## src/rtl/fifo_stream_drain_if.sv

```systemverilog
// Drain-side bundle: sync_fifo read port plus the framed valid/ready output stream.
// pkt_count exists only when FIFO_STREAM_DRAIN_PKTCNT_EN is defined.
interface fifo_stream_drain_if #(
   parameter int DATA_WIDTH = 32
);
   logic [DATA_WIDTH-1:0] fifo_dout;
   logic                  fifo_empty;
   logic                  fifo_read_en;
   logic [DATA_WIDTH-1:0] out_data;
   logic                  out_valid;
   logic                  out_ready;
   logic                  out_last;
`ifdef FIFO_STREAM_DRAIN_PKTCNT_EN
   logic [15:0]           pkt_count;
`endif

   modport master (
      input  fifo_dout, fifo_empty, out_ready,
      output fifo_read_en, out_data, out_valid, out_last
`ifdef FIFO_STREAM_DRAIN_PKTCNT_EN
      , output pkt_count
`endif
   );

   modport slave (
      output fifo_dout, fifo_empty, out_ready,
      input  fifo_read_en, out_data, out_valid, out_last
`ifdef FIFO_STREAM_DRAIN_PKTCNT_EN
      , input pkt_count
`endif
   );
endinterface

```

## src/rtl/fifo_stream_drain.sv

```systemverilog
// Pops sync_fifo words into a 2-entry skid buffer and streams them as PKT_LEN-beat packets (FIFO_STREAM_DRAIN_PKTCNT_EN adds pkt_count).
// Pop-to-valid 2 cycles, one beat per clock sustained; out_ready=0 freezes the output and stops pops at 2 words in flight.
module fifo_stream_drain #(
   parameter int DATA_WIDTH = 32,
   parameter int PKT_LEN    = 8
) (
   input  logic                clk,
   input  logic                reset,
   fifo_stream_drain_if.master bus
);

   localparam logic [15:0] BEAT_LAST = 16'(PKT_LEN - 1);

   logic [1:0]            occ_q, occ_d;
   logic                  rd_pending_q, rd_pending_d;
   logic [DATA_WIDTH-1:0] head_q, head_d;
   logic [DATA_WIDTH-1:0] tail_q, tail_d;
   logic [15:0]           beat_q, beat_d;
   logic                  out_vld;
   logic                  out_lst;
   logic                  enq;
   logic                  deq;
   logic                  pop;
   logic [2:0]            committed;

   assign out_vld   = (occ_q != 2'd0);
   assign out_lst   = out_vld && (beat_q == BEAT_LAST);
   assign deq       = out_vld && bus.out_ready;
   assign enq       = rd_pending_q;
   // Slots still claimed after this cycle's dequeue; a pop is only safe while one is free.
   assign committed = {1'b0, occ_q} + {2'b00, rd_pending_q} - {2'b00, deq};
   assign pop       = !bus.fifo_empty && (committed < 3'd2);

   assign bus.fifo_read_en = pop;
   assign bus.out_data     = head_q;
   assign bus.out_valid    = out_vld;
   assign bus.out_last     = out_lst;

   always_comb begin
      occ_d        = occ_q;
      head_d       = head_q;
      tail_d       = tail_q;
      rd_pending_d = pop;
      case ({enq, deq})
         2'b10: begin
            if (occ_q == 2'd0) begin
               head_d = bus.fifo_dout;
            end else begin
               tail_d = bus.fifo_dout;
            end
            occ_d = occ_q + 2'd1;
         end
         2'b01: begin
            head_d = tail_q;
            occ_d  = occ_q - 2'd1;
         end
         2'b11: begin
            if (occ_q == 2'd1) begin
               head_d = bus.fifo_dout;
            end else begin
               head_d = tail_q;
               tail_d = bus.fifo_dout;
            end
         end
         default: begin
         end
      endcase
   end

   always_comb begin
      beat_d = beat_q;
      if (deq) begin
         beat_d = (beat_q == BEAT_LAST) ? 16'd0 : beat_q + 16'd1;
      end
   end

   always_ff @(posedge clk or posedge reset) begin
      if (reset) begin
         occ_q        <= 2'd0;
         rd_pending_q <= 1'b0;
         head_q       <= '0;
         tail_q       <= '0;
         beat_q       <= 16'd0;
      end else begin
         occ_q        <= occ_d;
         rd_pending_q <= rd_pending_d;
         head_q       <= head_d;
         tail_q       <= tail_d;
         beat_q       <= beat_d;
      end
   end

   // The pop rule makes a capture into a full, stalled buffer impossible.
   assert property (@(posedge clk) disable iff (reset) !(enq && !deq && (occ_q == 2'd2)));

`ifdef FIFO_STREAM_DRAIN_PKTCNT_EN
   logic [15:0] pkt_cnt_q, pkt_cnt_d;

   always_comb begin
      pkt_cnt_d = pkt_cnt_q;
      if (deq && out_lst) begin
         pkt_cnt_d = pkt_cnt_q + 16'd1;
      end
   end

   always_ff @(posedge clk or posedge reset) begin
      if (reset) begin
         pkt_cnt_q <= 16'd0;
      end else begin
         pkt_cnt_q <= pkt_cnt_d;
      end
   end

   assign bus.pkt_count = pkt_cnt_q;
`endif

endmodule
```

## src/flat_wrapper.sv

```systemverilog
// flat-port wrapper written by rule: the top's interface ports become plain ports
module fifo_stream_drain_flat 
#(
   parameter int DATA_WIDTH = 32,
   parameter int PKT_LEN    = 8
)
  (clk, reset, bus_fifo_dout, bus_fifo_empty, bus_out_ready, bus_fifo_read_en, bus_out_data, bus_out_valid, bus_out_last);
  fifo_stream_drain_if #(.DATA_WIDTH(DATA_WIDTH)) bus_i ();
  input  logic clk;
  input  logic reset;
  input wire logic [$bits(bus_i.fifo_dout)-1:0] bus_fifo_dout;
  input wire logic [$bits(bus_i.fifo_empty)-1:0] bus_fifo_empty;
  input wire logic [$bits(bus_i.out_ready)-1:0] bus_out_ready;
  output wire logic [$bits(bus_i.fifo_read_en)-1:0] bus_fifo_read_en;
  output wire logic [$bits(bus_i.out_data)-1:0] bus_out_data;
  output wire logic [$bits(bus_i.out_valid)-1:0] bus_out_valid;
  output wire logic [$bits(bus_i.out_last)-1:0] bus_out_last;
  assign bus_i.fifo_dout = bus_fifo_dout;
  assign bus_i.fifo_empty = bus_fifo_empty;
  assign bus_i.out_ready = bus_out_ready;
  assign bus_fifo_read_en = bus_i.fifo_read_en;
  assign bus_out_data = bus_i.out_data;
  assign bus_out_valid = bus_i.out_valid;
  assign bus_out_last = bus_i.out_last;
  fifo_stream_drain #(.DATA_WIDTH(DATA_WIDTH), .PKT_LEN(PKT_LEN)) u_core (.clk(clk), .reset(reset), .bus(bus_i));
endmodule
```

## config.mk

```make
export PLATFORM = sky130hd
export DESIGN_NAME = fifo_stream_drain_flat
export DESIGN_NICKNAME = d
export VERILOG_FILES = /design/src/rtl/fifo_stream_drain_if.sv /design/src/rtl/fifo_stream_drain.sv /design/src/flat_wrapper.sv
export SDC_FILE = /design/constraint.sdc
export NUM_CORES = 1
export LEC_CHECK = 0
export ABC_AREA = 1
export ABC_CLOCK_PERIOD_IN_PS = 3200
export BUFFER_PORTS_ARGS = -buffer_cell sky130_fd_sc_hd__buf_2
export CAP_MARGIN = 20
export CORE_MARGIN = 2
export CORE_UTILIZATION = 30
export DETAILED_ROUTE_END_ITERATION = 8
export GPL_TIMING_DRIVEN = 0
export PLACE_DENSITY_LB_ADDON = 0.15
export SLEW_MARGIN = 20
export SYNTH_ARGS = -nofsm -noshare
export SYNTH_HDL_FRONTEND = slang
export SYNTH_SLANG_ARGS = --single-unit
```

## constraint.sdc

```tcl
create_clock -name clk -period 3.2 [get_ports clk]
set_input_delay 0.16 -clock clk [delete_from_list [all_inputs] [get_ports clk]]
set_output_delay 0.16 -clock clk [all_outputs]
set_load 0.02 [all_outputs]
```

# == Word-level counts from Yosys, hierarchy flattened ==
# Index checks and enable logic that the tools add are counted.
# totals
reg_bits,83
inputBits,36
out_inout_bits,35
word_cells,38
# classes
reduce_logical,11
eq_ne,8
mux,8
order_cmp,1
addsub,5
# ops
cell,n
2-to-1 mux 32 bit,4
case mux 32 bit (3 select lines),1
case mux 32 bit (2 select lines),1
"adder 16 x 1 -> 16 bit, second input constant",1
"equality test 16 x 3 -> 1 bit, second input constant",1
2-to-1 mux 16 bit,1
nonzero test 2 bit,3
"equality test 2 x 1 -> 1 bit, second input constant",2
"equality test 2 bit, second input constant",2
"!= test 2 bit, second input constant",2
case mux 2 bit (2 select lines),1
adder 2 x 1 -> 3 bit,1
logical AND 1 bit,3
"less-than comparator 3 x 2 -> 1 bit, second input constant",1
AND reduction 3 bit,1
nonzero test 3 bit,1
subtractor 3 x 1 -> 3 bit,1
"adder 2 x 1 -> 2 bit, second input constant",1
logical NOT 2 bit,1
"!= test 2 x 1 -> 1 bit, second input constant",1
AND reduction 2 bit,1
"subtractor 2 x 1 -> 2 bit, second input constant",1
logical NOT 1 bit,1

# == Depth between registers and ports, before layout ==
# depth
word_depth,5
mapped_depth,12
depth_no_buf,11

# == Worst setup path before layout ==
# OpenSTA, ideal clock, no wires.
# synth_timing
path_kind,register to output
startpoint,register u_core.occ_q[1]
endpoint,output port bus_fifo_read_en
n_path_buf,1
path_slack_ns,0.821
arrival_ns,2.219
path_stages_with_launch,12
path_cell_list,dfrtp_1 > inv_1 > ha_1 > inv_2 > nand2_2 > buf_6 > nor2_1 > o21ai_0 > fa_1 > xnor2_1 > nand2_1 > nor2_1
# synth_between
elab_chain_len,5
# synth_lines
item,line_no,text
"start, declared",fifo_stream_drain.sv:14,"logic [1:0] occ_q, occ_d;"
"start signal, assigned",fifo_stream_drain.sv:79,occ_q <= 2'd0;
"start signal, assigned",fifo_stream_drain.sv:85,occ_q <= occ_d;
nonzero test 2 bit,fifo_stream_drain.sv:26,assign out_vld = (occ_q != 2'd0);
net bus_out_valid,flat_wrapper.sv:16,output wire logic [$bits(bus_i.out_valid)-1:0] bus_out_valid;
logical AND 1 bit,fifo_stream_drain.sv:28,assign deq = out_vld && bus.out_ready;
subtractor 3 x 1 -> 3 bit,fifo_stream_drain.sv:31,"assign committed = {1'b0, occ_q} + {2'b00, rd_pending_q} - {2'b00, deq};"
less-than comparator 3 x 2 -> 1 bit,fifo_stream_drain.sv:32,assign pop = !bus.fifo_empty && (committed < 3'd2);
logical AND 1 bit,fifo_stream_drain.sv:32,
"end, declared",flat_wrapper.sv:14,output wire logic [$bits(bus_i.fifo_read_en)-1:0] bus_fifo_read_en;
# The timed path passes the listed nets, and every way through them passes these cells.

# == Worst setup path after layout ==
# layout_timing
startpoint,register u_core.occ_q[0]
endpoint,output port bus_fifo_read_en
# layout_between
elab_chain_len,5
# layout_lines
item,line_no
branches (longest 2 deep; another with adder 2 x 1 -> 3 bit),-
subtractor 3 x 1 -> 3 bit *,fifo_stream_drain.sv:31
less-than comparator 3 x 2 -> 1 bit *,fifo_stream_drain.sv:32
logical AND 1 bit *,fifo_stream_drain.sv:32
# Mark *: on every way between the ends.

==> out/metrics.yaml <==
hpwl_mm: 6.59
clk_latency_ns: 0.33
nFillCells: 1291
worst_hold_path_type: "input pin to flip-flop"
max-clock-path-buffers: 2
criticalPathCategory: "flip-flop to primary output"
fmax_mhz: 360
setup-violations-final: 0
wl_per_cell_um: 13.5
tightest_slew_ns: 0.611
ys_seq_area_share_pct: 52.4
clkSinkCount: 83
die_h_um: 119
remaining_drc_errors: 0
gp_congestion: 0.765
layout-drive-gt1-share_pct: 30.4
start_util_pct: 31.0
synth_xor_area_share_pct: 2.21
final_hold_viol_count: 0
syn_area_per_cell_um2: 9.55
peakVddDrop_mv: 0.270
synth_area_um2: 3960
synth-edff-count: 0
grt_pass1_wl_mm: 15.3
dieArea_um2: 14100
ant_nets: 0
cts.clk_slew.worst_paths_ns: 0.06
ys_seq_elements: 83
cts_tree: "built"
port-buffer-count: 70
maxSlewHeadroom_pct: 59.2
path_max_fanout: 10
synthMuxAreaShare_pct: 9.09
drt_iter0_markers: 176
synth_top_family_by_area: "simple AND/OR/NAND/NOR gates"
instances_no_fill: 678
hold_ws_ns: 0.0732
synth-simple-area-share_pct: 22.2
cp-start-kind: "flip-flop"
yosys.area_share.adder_pct: 1.45
power_density_nw_per_um2: 956
grt_pass1_vias: 3042
routed_wl_mm: 9.13
ctsRootBufferMaster: "clkbuf_16"
synth-main-ff-cell: "dfrtp_1"
dp_cells: 658
synth_cell_types: 24
drv_cap: 0
grt_antenna_before_repair: 2
grtUsageTotal_pct: 13.5
critPathCaptureType: "primary output"
synthArstFlopShare_pct: 100
grt_max_degree: 46
yosysWarnings: 0
coreArea_um2: 12800
dieWidth_um: 119
period_share_pct: 86.9
grt_overflow: 0
vias_per_cell: 4.54
post_cts_resized: 0
synth_nets: 455
ios: 71
fin_crit_ns: 2.78
slew_viol_final: 0
synth-compound-area-share_pct: 5.68
fp-row-count: 41
dr.pass1.iters: 4
cts-htree-levels: 3
p_leak_nw: 2.30
numCtsBuffers: 9
area_growth_pct: 23.6
num-nets-final: 539
rsz0062_at_grt: "false"
critical_path_required_ns: 3.04
synthCells: 415
vias: 3081
cp.arrival_ns: 2.62
outcome: "finished, final reports clean"
skew_ns: 0.00443
metal layers:
metal	wire length, µm	GRT usage, %	vias up	part of all wire, %
met5	0	0	-	0
met4	94	3.57	0	1.0
met3	493	4.12	9	5.4
met2	4220	21.9	58	46
met1	4320	17.6	1464	47
li1	-	-	1550	-
cell usage after synthesis, types with 3 or more instances:
cell type	number	area share [%]
a31oi_1	32	5.1
buf_2	12	1.5
buf_6	9	2.6
dfrtp_1	83	52
ha_1	3	0.95
inv_1	27	2.6
inv_2	3	0.28
mux2_2	32	9.1
nand2_1	79	7.5
nand2_2	4	0.63
nand3_1	48	6.1
nand4_1	6	0.95
nor2_1	53	5.0
nor2_2	3	0.47
o21ai_0	4	0.51
xnor2_1	3	0.66
xor2_1	7	1.5
metrics by stage:
step           TNS (ns)  cell area [µm²]  setup slack [ns]  utilization (%)  total power, mW
2_1_floorplan         0             3960             0.821                -             3.07
3_3_place_gp     -30.14             4530            -0.368             35.4             3.57
3_5_place_dp          0             4550             0.783             35.6             3.62
4_1_cts               0             4890             0.409             38.3             4.75
5_1_grt               0             4890             0.142             38.3             5.03
6_report              0             4900             0.419             38.3             4.68
placed cells by master, fill, tap and decap left out, drive strengths merged, types with 5 or more instances in the layout:
cell	instances
a31oi	32
buf	92
clkbuf	12
dfrtp	83
inv	30
mux2	32
nand2	84
nand3	50
nand4	6
nor2	57
o21ai	5
xor2	7
final cells by class:
type / count / area (µm²) / area share [%]
Sequential cell: 83 / 2080 / 42.4
Buffer: 21 / 161 / 3.30
Antenna cell: 2 / 5.00 / 0.102
Multi-Input combinational cell: 281 / 1610 / 32.9
Clock inverter: 4 / 73.8 / 1.51
Clock buffer: 12 / 246 / 5.03
Timing Repair Buffer: 73 / 390 / 7.97
Tap cell: 172 / 215 / 4.40
Inverter: 30 / 115 / 2.35
report_power, final:
part	internal, mW	switching, mW
Clock	0.706	0.413
Combinational	0.750	1.04
Sequential	1.52	0.253
Total	2.98	1.70
sequential cells by signal (all words and copies together) (netlist names):
register / count
u_core.beat_q: 16
u_core.occ_q: 2
u_core.bus.out_data: 32
u_core.enq: 1
u_core.tail_q: 32
worst max-delay path: stages, from the launching register on:
cell and delay, ns:
dfrtp_1 0.41, inv_1 0.08, ha_1 0.24, inv_2 0.12
nand2_2 0.08, inv_2 0.11, buf_2 0.25, nor2_1 0.07
o21ai_0 0.20, fa_1 0.45, nand2_1 0.08, nor2_1 0.04
buf_2 0.15
final timing paths:
path | startpoint | end | slack, ns | cells after the start
worst max-delay path | u_core.occ_q[0]$_DFFE_PP0P_ | bus_fifo_read_en | 0.42 | 12
min in group asynchronous | reset | u_core.bus.out_data[1]$_DFFE_PP0P_ | 0.46 | 3
worst min-delay path | bus_fifo_dout[8] | u_core.tail_q[8]$_DFFE_PP0P_ | 0.07 | 2
max in group asynchronous | reset | u_core.bus.out_data[24]$_DFFE_PP0P_ | 2.12 | 4
worst max register to register | u_core.occ_q[0]$_DFFE_PP0P_ | u_core.enq$_DFF_PP0_ | 0.95 | 11
worst min register to register | u_core.tail_q[28]$_DFFE_PP0P_ | u_core.tail_q[28]$_DFFE_PP0P_ | 0.51 | 1
timing repair:
action,in CTS,in global routing
endpoints found under the hold margin,45,0
setup buffers,0,0
hold buffers,2,0
cells by family after synthesis:
kind of cell,after synthesis
simple gates,198
flops,83
buf+inv,51
compound gates,37
mux,32
xor+xnor,10
fa+ha+maj,4
Note: power is estimated with default switching activity, not from simulation.
